[src/rtl/mux4_arb_pkg.sv]
// Shared types and sizes for the four-way round-robin mux arbiter.
package mux4_arb_pkg;

  localparam int unsigned N_REQ = 4;
  localparam int unsigned SEL_W = 2;

  typedef enum logic {
    IDLE,
    GRANT
  } arb_state_t;

endpackage

[src/rtl/rr_picker.sv]
// Combinational round-robin pick: first unmasked request after last_ptr, wrapping,
// so last_ptr itself is the lowest-priority candidate.
module rr_picker
  import mux4_arb_pkg::*;
(
  input  logic [N_REQ-1:0] req,
  input  logic [N_REQ-1:0] mask,
  input  logic [SEL_W-1:0] last_ptr,
  output logic             found,
  output logic [SEL_W-1:0] winner
);

  logic [N_REQ-1:0] eligible;

  assign eligible = req & ~mask;

  always_comb begin
    found  = 1'b0;
    winner = last_ptr;
    for (int k = 1; k <= int'(N_REQ); k++) begin
      if (!found && eligible[last_ptr + SEL_W'(k)]) begin
        found  = 1'b1;
        winner = last_ptr + SEL_W'(k);
      end
    end
  end

endmodule

[src/rtl/mux4_rr_arbiter.sv]
// Round-robin arbiter owning the select of a shared mux4 path, with bounded
// grant hold and back-to-back handover between requesters.
module mux4_rr_arbiter
  import mux4_arb_pkg::*;
#(
  parameter int unsigned MAX_HOLD = 8,
  parameter int unsigned CNT_W    = $clog2(MAX_HOLD + 1)
) (
  input  logic             clk,
  input  logic             rst,
  input  logic [N_REQ-1:0] req,
  input  logic             done,
  output logic [N_REQ-1:0] gnt,
  output logic [SEL_W-1:0] sel,
  output logic             busy,
  output logic [CNT_W-1:0] hold_cnt
);

  arb_state_t       state, state_nxt;
  logic [N_REQ-1:0] gnt_nxt;
  logic [SEL_W-1:0] sel_nxt;
  logic             busy_nxt;
  logic [CNT_W-1:0] cnt_nxt;
  logic [SEL_W-1:0] last_ptr, last_nxt;

  logic             owner_gone;
  logic             expire;
  logic             release_now;
  logic [N_REQ-1:0] pick_mask;
  logic [SEL_W-1:0] pick_ptr;
  logic             found;
  logic [SEL_W-1:0] winner;

  // Owner is excluded from the next pick only when it dropped or finished;
  // pure expiry leaves it eligible so a lone requester is re-granted.
  assign owner_gone  = !req[sel] || done;
  assign expire      = (hold_cnt == CNT_W'(MAX_HOLD - 1));
  assign release_now = owner_gone || expire;
  assign pick_mask   = (state == GRANT && owner_gone) ? (N_REQ'(1) << sel) : '0;
  assign pick_ptr    = (state == GRANT) ? sel : last_ptr;

  rr_picker u_picker (
    .req      (req),
    .mask     (pick_mask),
    .last_ptr (pick_ptr),
    .found    (found),
    .winner   (winner)
  );

  always_ff @(posedge clk or posedge rst) begin
    if (rst) begin
      state    <= IDLE;
      gnt      <= '0;
      sel      <= '0;
      busy     <= 1'b0;
      hold_cnt <= '0;
      last_ptr <= SEL_W'(N_REQ - 1);
    end else begin
      state    <= state_nxt;
      gnt      <= gnt_nxt;
      sel      <= sel_nxt;
      busy     <= busy_nxt;
      hold_cnt <= cnt_nxt;
      last_ptr <= last_nxt;
    end
  end

  always_comb begin
    state_nxt = state;
    gnt_nxt   = gnt;
    sel_nxt   = sel;
    busy_nxt  = busy;
    cnt_nxt   = hold_cnt;
    last_nxt  = last_ptr;

    case (state)
      IDLE: begin
        if (found) begin
          state_nxt = GRANT;
          gnt_nxt   = N_REQ'(1) << winner;
          sel_nxt   = winner;
          busy_nxt  = 1'b1;
          cnt_nxt   = '0;
        end
      end
      GRANT: begin
        if (!release_now) begin
          cnt_nxt = hold_cnt + CNT_W'(1);
        end else begin
          last_nxt = sel;
          cnt_nxt  = '0;
          if (found) begin
            gnt_nxt = N_REQ'(1) << winner;
            sel_nxt = winner;
          end else begin
            state_nxt = IDLE;
            gnt_nxt   = '0;
            busy_nxt  = 1'b0;
          end
        end
      end
      default: begin
        state_nxt = IDLE;
        gnt_nxt   = '0;
        busy_nxt  = 1'b0;
        cnt_nxt   = '0;
      end
    endcase
  end

endmodule

[config.mk]
export PLATFORM = sky130hd
export DESIGN_NAME = mux4_rr_arbiter
export DESIGN_NICKNAME = d
export VERILOG_FILES = /design/src/rtl/mux4_arb_pkg.sv /design/src/rtl/rr_picker.sv /design/src/rtl/mux4_rr_arbiter.sv
export SDC_FILE = /design/constraint.sdc
export NUM_CORES = 1
export LEC_CHECK = 0
export ABC_AREA = 1
export BUFFER_PORTS_ARGS = -buffer_cell sky130_fd_sc_hd__buf_2
export CORE_MARGIN = 5
export CORE_UTILIZATION = 55
export CTS_CLUSTER_DIAMETER = 80
export CTS_CLUSTER_SIZE = 30
export DETAILED_ROUTE_END_ITERATION = 12
export GPL_ROUTABILITY_DRIVEN = 1
export PLACE_DENSITY = 0.75
export SLEW_MARGIN = 0
export SYNTH_ARGS = -nofsm -noshare
export SYNTH_HDL_FRONTEND = slang
export SYNTH_SLANG_ARGS = --single-unit
[constraint.sdc]
create_clock -name clk -period 3.6 [get_ports clk]
set_input_delay 0.18 -clock clk [delete_from_list [all_inputs] [get_ports clk]]
set_output_delay 0.18 -clock clk [all_outputs]
set_load 0.005 [all_outputs]
# After elaboration in Yosys (flattened, before gate mapping)
# Cells that the tools add are included.
# word_totals
reg_bits	14
in_bits	7
# op_classes
addsub	4
n_lt_le_gt_ge	5
eq_ne	4
shifts	2
muxes	37
bitwise	3
n_reduce_logical	13
# op_table
op	count
4-bit two-way mux	6
4-bit case mux with 2 select lines	2
2-bit by 3-bit < comparator with 1-bit output (second input constant)	5
1-bit two-way mux	14
2-bit two-way mux	7
1-bit binary-select mux with 2-bit select	5
1-bit by 2-bit left shift with 4-bit output (first input constant)	2
2-bit adder (second input constant)	2
4-bit by 1-bit adder with 4-bit output (second input constant)	1
4-bit AND	1
4-bit by 3-bit equality test with 1-bit output (second input constant)	1
1-bit logical AND	4
1-bit zero test	4
2-bit inequality test (second input constant)	2
4-bit NOT	1
1-bit case mux with 2 select lines	2
2-bit case mux with 2 select lines	1
2-bit AND reduction	2
3-bit AND reduction	1
2-bit by 1-bit adder with 2-bit output (second input constant)	1
1-bit logical OR	2
2-bit by 1-bit inequality test with 1-bit output (second input constant)	1
1-bit NOT	1

# Logic depth before layout (Yosys ltp)
# Gate-level depths: netlist of the first run.
# depth
depth_word	24
ltp_mapped	19

# Modules after synthesis
# Synthesis of the first run repeated with hierarchy kept, for this count alone.
# hier_totals
hier_cells	148
hier_area_um2	1037.2
# by_module_without_submodules
module	instances	cells_per_inst	area_per_inst_um2	seq_area_each_um2
mux4_rr_arbiter	1	99	762.0	352.8
rr_picker	1	49	275.3	0.0

# Worst setup path after synthesis of the first run
# No wires, ideal clock.
# synth_timing
kind	register to register
startpoint	register sel[0]
endpoint	register hold_cnt[3]
setup_ns	0.077
arrival_ns	2.131
slack_ns	1.392
path_stages_with_launch	20
n_path_buf	0
synth_period_minus_slack_ns	2.208
cell_sequence	dfrtp_1 inv_2 nand2_1 nand2_1 nand2_1 nand2_2 nand2_4 nand3_2 nand3_2 nand2_2 nand2_2 nand2_4 nor2_4 nand2_4 inv_1 ha_1 inv_1 nand4_1 xor2_1 a21oi_1
# synth_via
elab_chain_len	21
elab_cells_between_ends	35
# synth_lines
item	line_no	source
start: declaration	mux4_rr_arbiter.sv:14	output logic [SEL_W-1:0] sel,
start signal: assignment	mux4_rr_arbiter.sv:61	sel <= sel_nxt;
1-bit binary-select mux with 2-bit select	mux4_rr_arbiter.sv:36	assign owner_gone = !req[sel] || done;
1-bit two-way mux (not written as such)	mux4_rr_arbiter.sv:36	
1-bit zero test	mux4_rr_arbiter.sv:36	
1-bit logical OR	mux4_rr_arbiter.sv:36	
1-bit logical AND	mux4_rr_arbiter.sv:39	assign pick_mask = (state == GRANT && owner_gone) ? (N_REQ'(1) << sel) : '0;
4-bit two-way mux	mux4_rr_arbiter.sv:39	
4-bit NOT	rr_picker.sv:15	assign eligible = req & ~mask;
4-bit AND	rr_picker.sv:15	
[5 not listed]	--	
1-bit two-way mux	rr_picker.sv:21	if (!found && eligible[last_ptr + SEL_W'(k)]) begin
1-bit zero test	rr_picker.sv:21	
1-bit logical AND	rr_picker.sv:21	
1-bit two-way mux	rr_picker.sv:21	
1-bit zero test	rr_picker.sv:21	
1-bit logical AND	rr_picker.sv:21	
1-bit two-way mux	rr_picker.sv:21	
2-bit inequality test (no source line)	--	
end signal: assignment	mux4_rr_arbiter.sv:63	hold_cnt <= cnt_nxt;
end: declaration	mux4_rr_arbiter.sv:16	output logic [CNT_W-1:0] hold_cnt
# Parallel ways exist; a longest one is shown, timed or not. The select of a mux whose other input is x is not followed.
# A chain may end at the register's enable or synchronous reset.

# Worst setup path in the final report of the first run
# layout_timing
startpoint	register state
endpoint	register hold_cnt[3]
# layout_via
elab_chain_len	17
elab_cells_between_ends	29
# layout_lines
item	line_no	source
start: declaration	mux4_rr_arbiter.sv:19	arb_state_t state, state_nxt;
start signal: assignment	mux4_rr_arbiter.sv:59	state <= state_nxt;
parallel branches: the longest is 17 deep, another holds 2-bit by 1-bit adder with 2-bit output	--	
# Several ways; the timed one is not identified. The select of a mux whose other input is x is not followed.

==> results.ini, run 1 <==
[worst_hold_path]
hold_class=primary input to flop

[place]
dpl_cell_area_um2=1330
gp_congestion=0.867
hpwl_um=2060
port_buffers=17
place_ws_ns=1.01

[worst_setup_path]
critPathArrivalTime_ns=2.75
cp_max_fo=11
cp.required_ns=3.76
crit_type=flop to flop
endpoint_kind=flop
cp-start-kind=flop

[run_status]
status=complete, no violations

[die]
die_w_um=57.3
io_pins=18
core_area_um2=2170
die_h_um=57.3
fp.dieArea_um2=3280
initial_utilization_pct=56.7
rows=17

[timing]
fmax_mhz=387
hold_viol_final=0
min_period_ns=2.59
fin_crit_sh_pct=71.9
setup_viol=0
slew_headroom_pct=65.9
rsz0062_at_grt=no
setup_ws_ns=1.01
finalSetupTns_ns=0
drv_slew=0
tightest_slew_ns=0.512
clock_skew_ns=0.00208

[route]
routed-via-count=1109
firstDrtPassIters=4
drtAntennaViolNets=0
routed_wirelength_um=2520
drc=0
wl_per_cell_um=12.0
drt_iter0_drc=20
routed_via_density=5.28

[cells_and_area]
antenna_cells=0
final_core_util_pct=63.4
final_area_um2=1380
area_growth_pct=11.7
final_nets=192
nFillCells=207
drive_gt1_share_pct=34.1

[logic_synthesis]
yosys.cell_types.count=25
syn_nets=171
avgSynthCellArea_um2=7.60
synth_seq_cells=14
synthesis.area_um2=1230
netlist_instances=162
yosysSeqAreaShare_pct=28.7
yosys_warnings=0

[clock_network]
clk_latency_ns=0.28
cts_tree=done
postCtsHoldBufs=1
cts_buffers=3
cts-root-buf=clkbuf_4
cts-htree-levels=1
clk_pin_slew_ns=0.08
cts_resized=0
cts_buffer_depth=2
cts_setup_buffers=0
cts_sinks=14

[global_route]
grt_pass1_vias=1100
track_usage_pct=16.9
grt_max_degree=15
grt_overflow_total=0
grt_pass1_wl_um=4460
antenna_found_initial=0

[flow_run]
max-cap-violations=0

==> stage by stage <==
step,cells,hold WS (ns)
global route,210,0.491
floorplan,162,0.0678
finish,210,0.453
global placement,205,0.233
CTS,210,0.458
detailed placement,205,0.239
==> cell type report <==
cell class	count	area [µm²]	share of cell area, %
Clock buffer	4	36.3	2.64
Inverter	14	57.6	4.19
Multi-Input combinational cell	132	798	58.1
Timing Repair Buffer	18	95.1	6.92
Tap cell	28	35.0	2.55
Sequential cell	14	353	25.7
==> synthesized netlist by cell type <==
master	instances	area [µm²]
nand2_1	51	191
nand3_1	24	120
dfrtp_1	12	300
nand3_2	11	110
inv_1	10	37.5
nand2_2	10	62.6
a21oi_1	5	25.0
nand2_4	5	56.3
nor2_1	4	15.0
nor2_4	3	33.8
o21ai_0	3	15.0
a31oi_1	2	12.5
buf_6	2	22.5
dfstp_2	2	52.6
ha_1	2	25.0
inv_2	2	7.51
inv_4	2	12.5
nand4_1	2	12.5
nor2_2	2	12.5
o21ai_1	2	10.0
xor2_1	2	17.5
nand2_8	1	20.0
o21a_4	1	15.0
o21ai_4	1	16.3
xor2_4	1	27.5
==> worst paths after layout <==
check                                    from  slack [ns]                      end  depth (start not counted)
hold / removal                           done        0.45  hold_cnt[1]$_DFFE_PP0P_                          8
max in group asynchronous                 rst        2.79  last_ptr[0]$_DFFE_PP1P_                          3
setup / recovery              state$_DFF_PP0_        1.01  hold_cnt[3]$_DFFE_PP0P_                         13
hold reg to reg            gnt[3]$_DFFE_PP0P_        0.51       gnt[3]$_DFFE_PP0P_                          2
setup reg to reg              state$_DFF_PP0_        1.01  hold_cnt[3]$_DFFE_PP0P_                         13
min in group asynchronous                 rst        0.46  hold_cnt[0]$_DFFE_PP0P_                          3
==> routing by layer <==
layer / global-route usage (%) / up-vias / routed length, µm
li1: - / 575 / -
met1: 18.4 / 512 / 1120
met2: 32.3 / 15 / 1290
met3: 2.04 / 7 / 62
met4: 7.28 / 0 / 57
met5: 0 / - / 0
==> state kept, by name (all words and copies together), names as in the netlist <==
signal and cells:
gnt 4, busy 1, last_ptr 2, hold_cnt 4, state 1, sel 2
==> worst max-delay path, cell delays in order (launching register included) <==
cell and delay (ns):
dfrtp_1 0.57, o21ai_4 0.47, xor2_4 0.33, inv_4 0.08, nand2_1 0.10, nand2_2 0.07
nor2_4 0.14, nand2_4 0.10, inv_1 0.07, ha_1 0.15, inv_1 0.10, nand4_1 0.10
xor2_1 0.14, a21oi_1 0.05
==> cells in the final DEF, fill, tap and decap left out, types with 2 or more instances in the layout <==
| master | n |
|---|---|
| inv_4 | 2 |
| nand3_1 | 24 |
| clkbuf_4 | 3 |
| xor2_1 | 2 |
| buf_2 | 17 |
| o21ai_0 | 3 |
| nand2_4 | 5 |
| nor2_2 | 2 |
| dfrtp_1 | 12 |
| nand2_2 | 10 |
| nand2_1 | 51 |
| nor2_1 | 4 |
| a31oi_1 | 2 |
| inv_1 | 10 |
| nand4_1 | 2 |
| dfstp_2 | 2 |
| nand3_2 | 11 |
| o21ai_1 | 2 |
| a21oi_1 | 5 |
| inv_2 | 2 |
| ha_1 | 2 |
| nor2_4 | 3 |
==> cell families (layout without fill, tap and decap cells) <==
group	Yosys count	in the layout	synth area share (%)
AO/OA/AOI/OAI	14	14	7.62
XOR/XNOR	3	3	3.66
adder cells (fa/ha/maj)	2	2	2.03
buffers and inverters	16	36	6.50
flip-flops	14	14	28.7
AND/OR/NAND/NOR	113	113	51.5
Power of run 1 is left out: the tool's default activity adds up to more than one toggle a clock period on the data nets, which glitch-free logic cannot reach.
==> inputs of run 2 (changes only) <==
--- a/config.mk
+++ b/config.mk
@@ -8,12 +8,12 @@
 export ABC_AREA = 1
 export BUFFER_PORTS_ARGS = -buffer_cell sky130_fd_sc_hd__buf_2
 export CORE_MARGIN = 5
-export CORE_UTILIZATION = 55
+export CORE_UTILIZATION = 51
 export CTS_CLUSTER_DIAMETER = 80
 export CTS_CLUSTER_SIZE = 30
 export DETAILED_ROUTE_END_ITERATION = 12
 export GPL_ROUTABILITY_DRIVEN = 1
-export PLACE_DENSITY = 0.75
+export PLACE_DENSITY = 0.73
 export SLEW_MARGIN = 0
 export SYNTH_ARGS = -nofsm -noshare
 export SYNTH_HDL_FRONTEND = slang
==> constraint.sdc (replaced) <==
create_clock -name clk -period 2.3 [get_ports clk]
set_input_delay 0.115 -clock clk [delete_from_list [all_inputs] [get_ports clk]]
set_output_delay 0.115 -clock clk [all_outputs]
set_load 0.005 [all_outputs]
==> results.ini, run 2 (same netlist as run 1, synthesis figures left out) <==
[clock_network]
cts_sinks=14
clk_pin_slew_ns=0.08
cts_buffer_depth=2
cts_buffers=3
clk_latency_ns=0.27
cts-root-buf=clkbuf_4
cts-htree-levels=1
cts_tree=done

[timing]
hold_viol_final=0
fin_crit_sh_pct=101
tightest_slew_ns=0.516
rsz0062_at_grt=yes
finalSetupTns_ns=-0.0129
fmax_mhz=432
drv_slew=0
clock_skew_ns=0.00500
slew_headroom_pct=65.6
setup_ws_ns=-0.0129
min_period_ns=2.31
setup_viol=1

[place]
port_buffers=17
place_ws_ns=-0.150
gp_congestion=0.853
hpwl_um=2250

[worst_setup_path]
path_buf_inv=6
path_delay_family=buffers and inverters
critPathArrivalTime_ns=2.46
reg2reg_slack_ns=-0.01
cp-start-kind=flop
slowest_delay_ns=0.46
crit_slowest_cell=dfrtp_2
crit_top_cell=inv_4
cp_max_fo=5
worstPathCellList=inv_4 -> buf_12 -> nand2_4 -> o21ai_4 -> buf_12 -> xor2_4 -> inv_4 -> nand2_2 -> nand2_2 -> nor2_4 -> nand2_4 -> inv_2 -> ha_4 -> inv_4 -> nand4_1 -> xor2_1 -> a21oi_1
crit_type=flop to flop
cp.required_ns=2.45
endpoint_kind=flop

[run_status]
violations=setup timing
status=complete, but fails checks

[cells_and_area]
area_growth_pct=40.7
drive_gt1_share_pct=49.3
final_cell_mix=nand2_1, buf_4, nand3_1
antenna_cells=0
final_nets=217
top_regs=gnt x4, hold_cnt x4
final_core_util_pct=76.8
nFillCells=162
final_common_cell=nand2_1

[flow_run]
max-cap-violations=0

[route]
routed_via_density=5.51
drc=0
drt_iter0_drc=71
routed_wirelength_um=3400
wl_per_cell_um=14.5
drtAntennaViolNets=0
firstDrtPassIters=4
routed-via-count=1296

[global_route]
grt_pass1_wl_um=5400
grt_pass1_vias=1224
antenna_found_initial=0
grt_overflow_total=0
grt_max_degree=15
track_usage_pct=20.2

[worst_hold_path]
hold_class=primary input to asynchronous set/reset pin

[die]
initial_utilization_pct=54.6
die_w_um=59.1
die_h_um=59.1
rows=17
fp.dieArea_um2=3500
core_area_um2=2250
io_pins=18

-- run 2: area by class of cell --
type                            instances  area [µm²]  share of cell area, %
Inverter                               14        62.6                   3.61
Timing Repair Buffer                   43         315                   18.2
Clock buffer                            4        26.3                   1.52
Multi-Input combinational cell        132         938                   54.2
Sequential cell                        14         354                   20.4
Tap cell                               28        35.0                   2.02
-- run 2: metrics by stage --
step	hold WS, ns	cell area (µm²)	std cells
after floorplan	0.00279	1230	162
after global placement	0.169	1370	210
after detailed placement	0.178	1370	210
after CTS	0.425	1600	228
after global routing	0.475	1730	235
final	0.410	1730	235
-- run 2: metal layers --
metal,part of all wire (%),routed length (µm),track usage [%],vias up
met2,53,1790,37.2,48
met5,0,0,0,-
met1,41,1380,22.4,606
li1,-,-,-,626
met4,3.3,113,10.7,0
met3,3.4,114,2.18,16
-- run 2: worst min-delay path, delay by kind of cell --
kind     cells  cell delay [ns]
buf+inv      3             1.03
-- run 2: what timing repair did --
| action | CTS | global route |
|---|---|---|
| endpoints found under the hold margin | 12 | 0 |
| pin swaps | 7 | 21 |
| gates resized for setup | 17 | 17 |
| hold buffers | 1 | 0 |
| endpoints found under the setup margin | 2 | 9 |
| setup buffers | 13 | 8 |
-- run 2: path summary, 6_finish.rpt --
kind / end / start / cells after the start
hold / removal: hold_cnt[1]$_DFFE_PP0P_ / rst / 3
min in group clk: busy$_DFFE_PP0P_ / busy$_DFFE_PP0P_ / 2
hold reg to reg: busy$_DFFE_PP0P_ / busy$_DFFE_PP0P_ / 2
max in group asynchronous: sel[0]$_DFFE_PP0P_ / rst / 3
setup / recovery: hold_cnt[3]$_DFFE_PP0P_ / sel[0]$_DFFE_PP0P_ / 17
setup reg to reg: hold_cnt[3]$_DFFE_PP0P_ / sel[0]$_DFFE_PP0P_ / 17
Power of run 2 is left out for the same reason.
==> inputs of run 3 (changes only) <==
--- a/config.mk
+++ b/config.mk
@@ -13,6 +13,7 @@
 export CTS_CLUSTER_SIZE = 30
 export DETAILED_ROUTE_END_ITERATION = 12
 export GPL_ROUTABILITY_DRIVEN = 1
+export GPL_TIMING_DRIVEN = 0
 export PLACE_DENSITY = 0.73
 export SLEW_MARGIN = 0
 export SYNTH_ARGS = -nofsm -noshare
==> results.ini, run 3 (same netlist as run 1, synthesis figures left out) <==
[run_status]
status=complete, no violations

[place]
gp_congestion=0.842
port_buffers=17
placed_cells=207
hpwl_um=2020

[worst_setup_path]
crit_slowest_cell=dfrtp_2
timing.rr.end=hold_cnt[3]$_DFFE_PP0P_
reg2reg_depth=19
path_buf_inv=3
crit_type=flop to flop
crit_top_cell=nand2_2
slowest_delay_ns=0.45
cp_max_fo=7
cp-start-kind=flop
reg2reg_from=sel[0]$_DFFE_PP0P_
cp.required_ns=2.47
worstPathCellList=buf_4 -> nand2_1 -> nand2_1 -> nand2_1 -> nand2_2 -> nand2_4 -> nand3_4 -> nand3_2 -> nand2_2 -> nand2_2 -> nand2_2 -> nor2_4 -> nand2_4 -> inv_2 -> ha_4 -> inv_4 -> nand4_1 -> xor2_1 -> a21oi_1
path_delay_family=simple AND/OR/NAND/NOR gates
endpoint_kind=flop
reg2reg_slack_ns=0.06
startpoint=sel[0]$_DFFE_PP0P_
critPathArrivalTime_ns=2.41

[cells_and_area]
drive_gt1_share_pct=47.3
antenna_cells=0
final_cell_mix=nand2_1, nand3_1, buf_2, buf_4, nand2_2
stdcell_count=229
area_growth_pct=33.8
top_regs=gnt x4, hold_cnt x4
final_common_cell=nand2_1
final_nets=211

[timing]
clock_skew_ns=0.00257
fmax_mhz=447
drv_slew=0
min_period_ns=2.24
slew_headroom_pct=64.4
tightest_slew_ns=0.534
finalSetupTns_ns=0
fin_crit_sh_pct=97.3
hold_ws_ns=0.405
rsz0062_at_grt=yes
setup_viol=0
hold_viol_final=0

[route]
routed_wirelength_um=3100
firstDrtPassIters=4
drtAntennaViolNets=0
routed-via-count=1227
drc=0
wl_per_cell_um=13.5
routed_via_density=5.36
drt_iter0_drc=71

[global_route]
grt_pass1_wl_um=4860
track_usage_pct=17.9
grt_overflow_total=0
grt_max_degree=15
grt_pass1_vias=1152
antenna_found_initial=0

[die]
io_pins=18
core_area_um2=2250
die_h_um=59.1
rows=17
die_w_um=59.1
initial_utilization_pct=54.6
fp.dieArea_um2=3500

[clock_network]
cts_buffer_depth=2
cts_sinks=14
cts-root-buf=clkbuf_4
cts_tree=done
clk_pin_slew_ns=0.08
clk_latency_ns=0.28
cts_buffers=3
cts-htree-levels=1

[worst_hold_path]
hold_class=primary input to asynchronous set/reset pin

[flow_run]
max-cap-violations=0

[run 3: changes by cell type in the layout (fill, tap and decap cells not counted), moves of 2 or more]
cell and delta:
buf_4 -4, nand2_1 +3, nand2_4 -3, buf_12 -2
[run 3: worst max path at each step]
stage                              endpoint  cells past startpoint
floorplan           hold_cnt[3]$_DFFE_PP0P_                     19
global placement    hold_cnt[3]$_DFFE_PP0P_                     19
detailed placement  hold_cnt[3]$_DFFE_PP0P_                     19
CTS                 hold_cnt[2]$_DFFE_PP0P_                     19
global route        hold_cnt[3]$_DFFE_PP0P_                     19
finish              hold_cnt[3]$_DFFE_PP0P_                     19
[run 3: stage by stage]
| stage | utilization (%) | worst slack, ns | instance area (µm²) |
|---|---|---|---|
| after global placement | 59.9 | -0.126 | 1350 |
| after floorplan | - | 0.0917 | 1230 |
| final | 73.1 | 0.0611 | 1650 |
| after global routing | 73.1 | -0.113 | 1650 |
| after detailed placement | 59.9 | -0.168 | 1350 |
| after CTS | 68.6 | 0.0328 | 1550 |
[run 3: tightest hold or removal path, cell delays in order]
cell and delay (ns):
dlygate4sd3_1 0.53, buf_2 0.11, inv_1 0.39
[run 3: cell type report]
cell class	instances	area, µm²
Sequential cell	14	355
Fill cell	181	607
Clock buffer	4	36.3
Buffer	2	22.5
Multi-Input combinational cell	132	911
Timing Repair Buffer	35	223
Tap cell	28	35.0
Inverter	14	65.1
[run 3: repair_timing]
| item | in CTS | in global routing |
|---|---|---|
| resized for setup | 13 | 15 |
| setup endpoints to repair | 3 | 9 |
| buffers inserted | 12 | 5 |
| hold endpoints to repair | 12 | 0 |
| pin swaps | 3 | 6 |
| hold buffers | 1 | 0 |
[run 3: metal layers]
metal	track usage, %	up-vias	share of wire (%)
met5	0	-	0
met4	9.71	0	3.0
met3	1.53	10	4.0
met1	19.9	563	40
met2	33.0	37	53
li1	-	617	-
Power of run 3 is left out for the same reason.
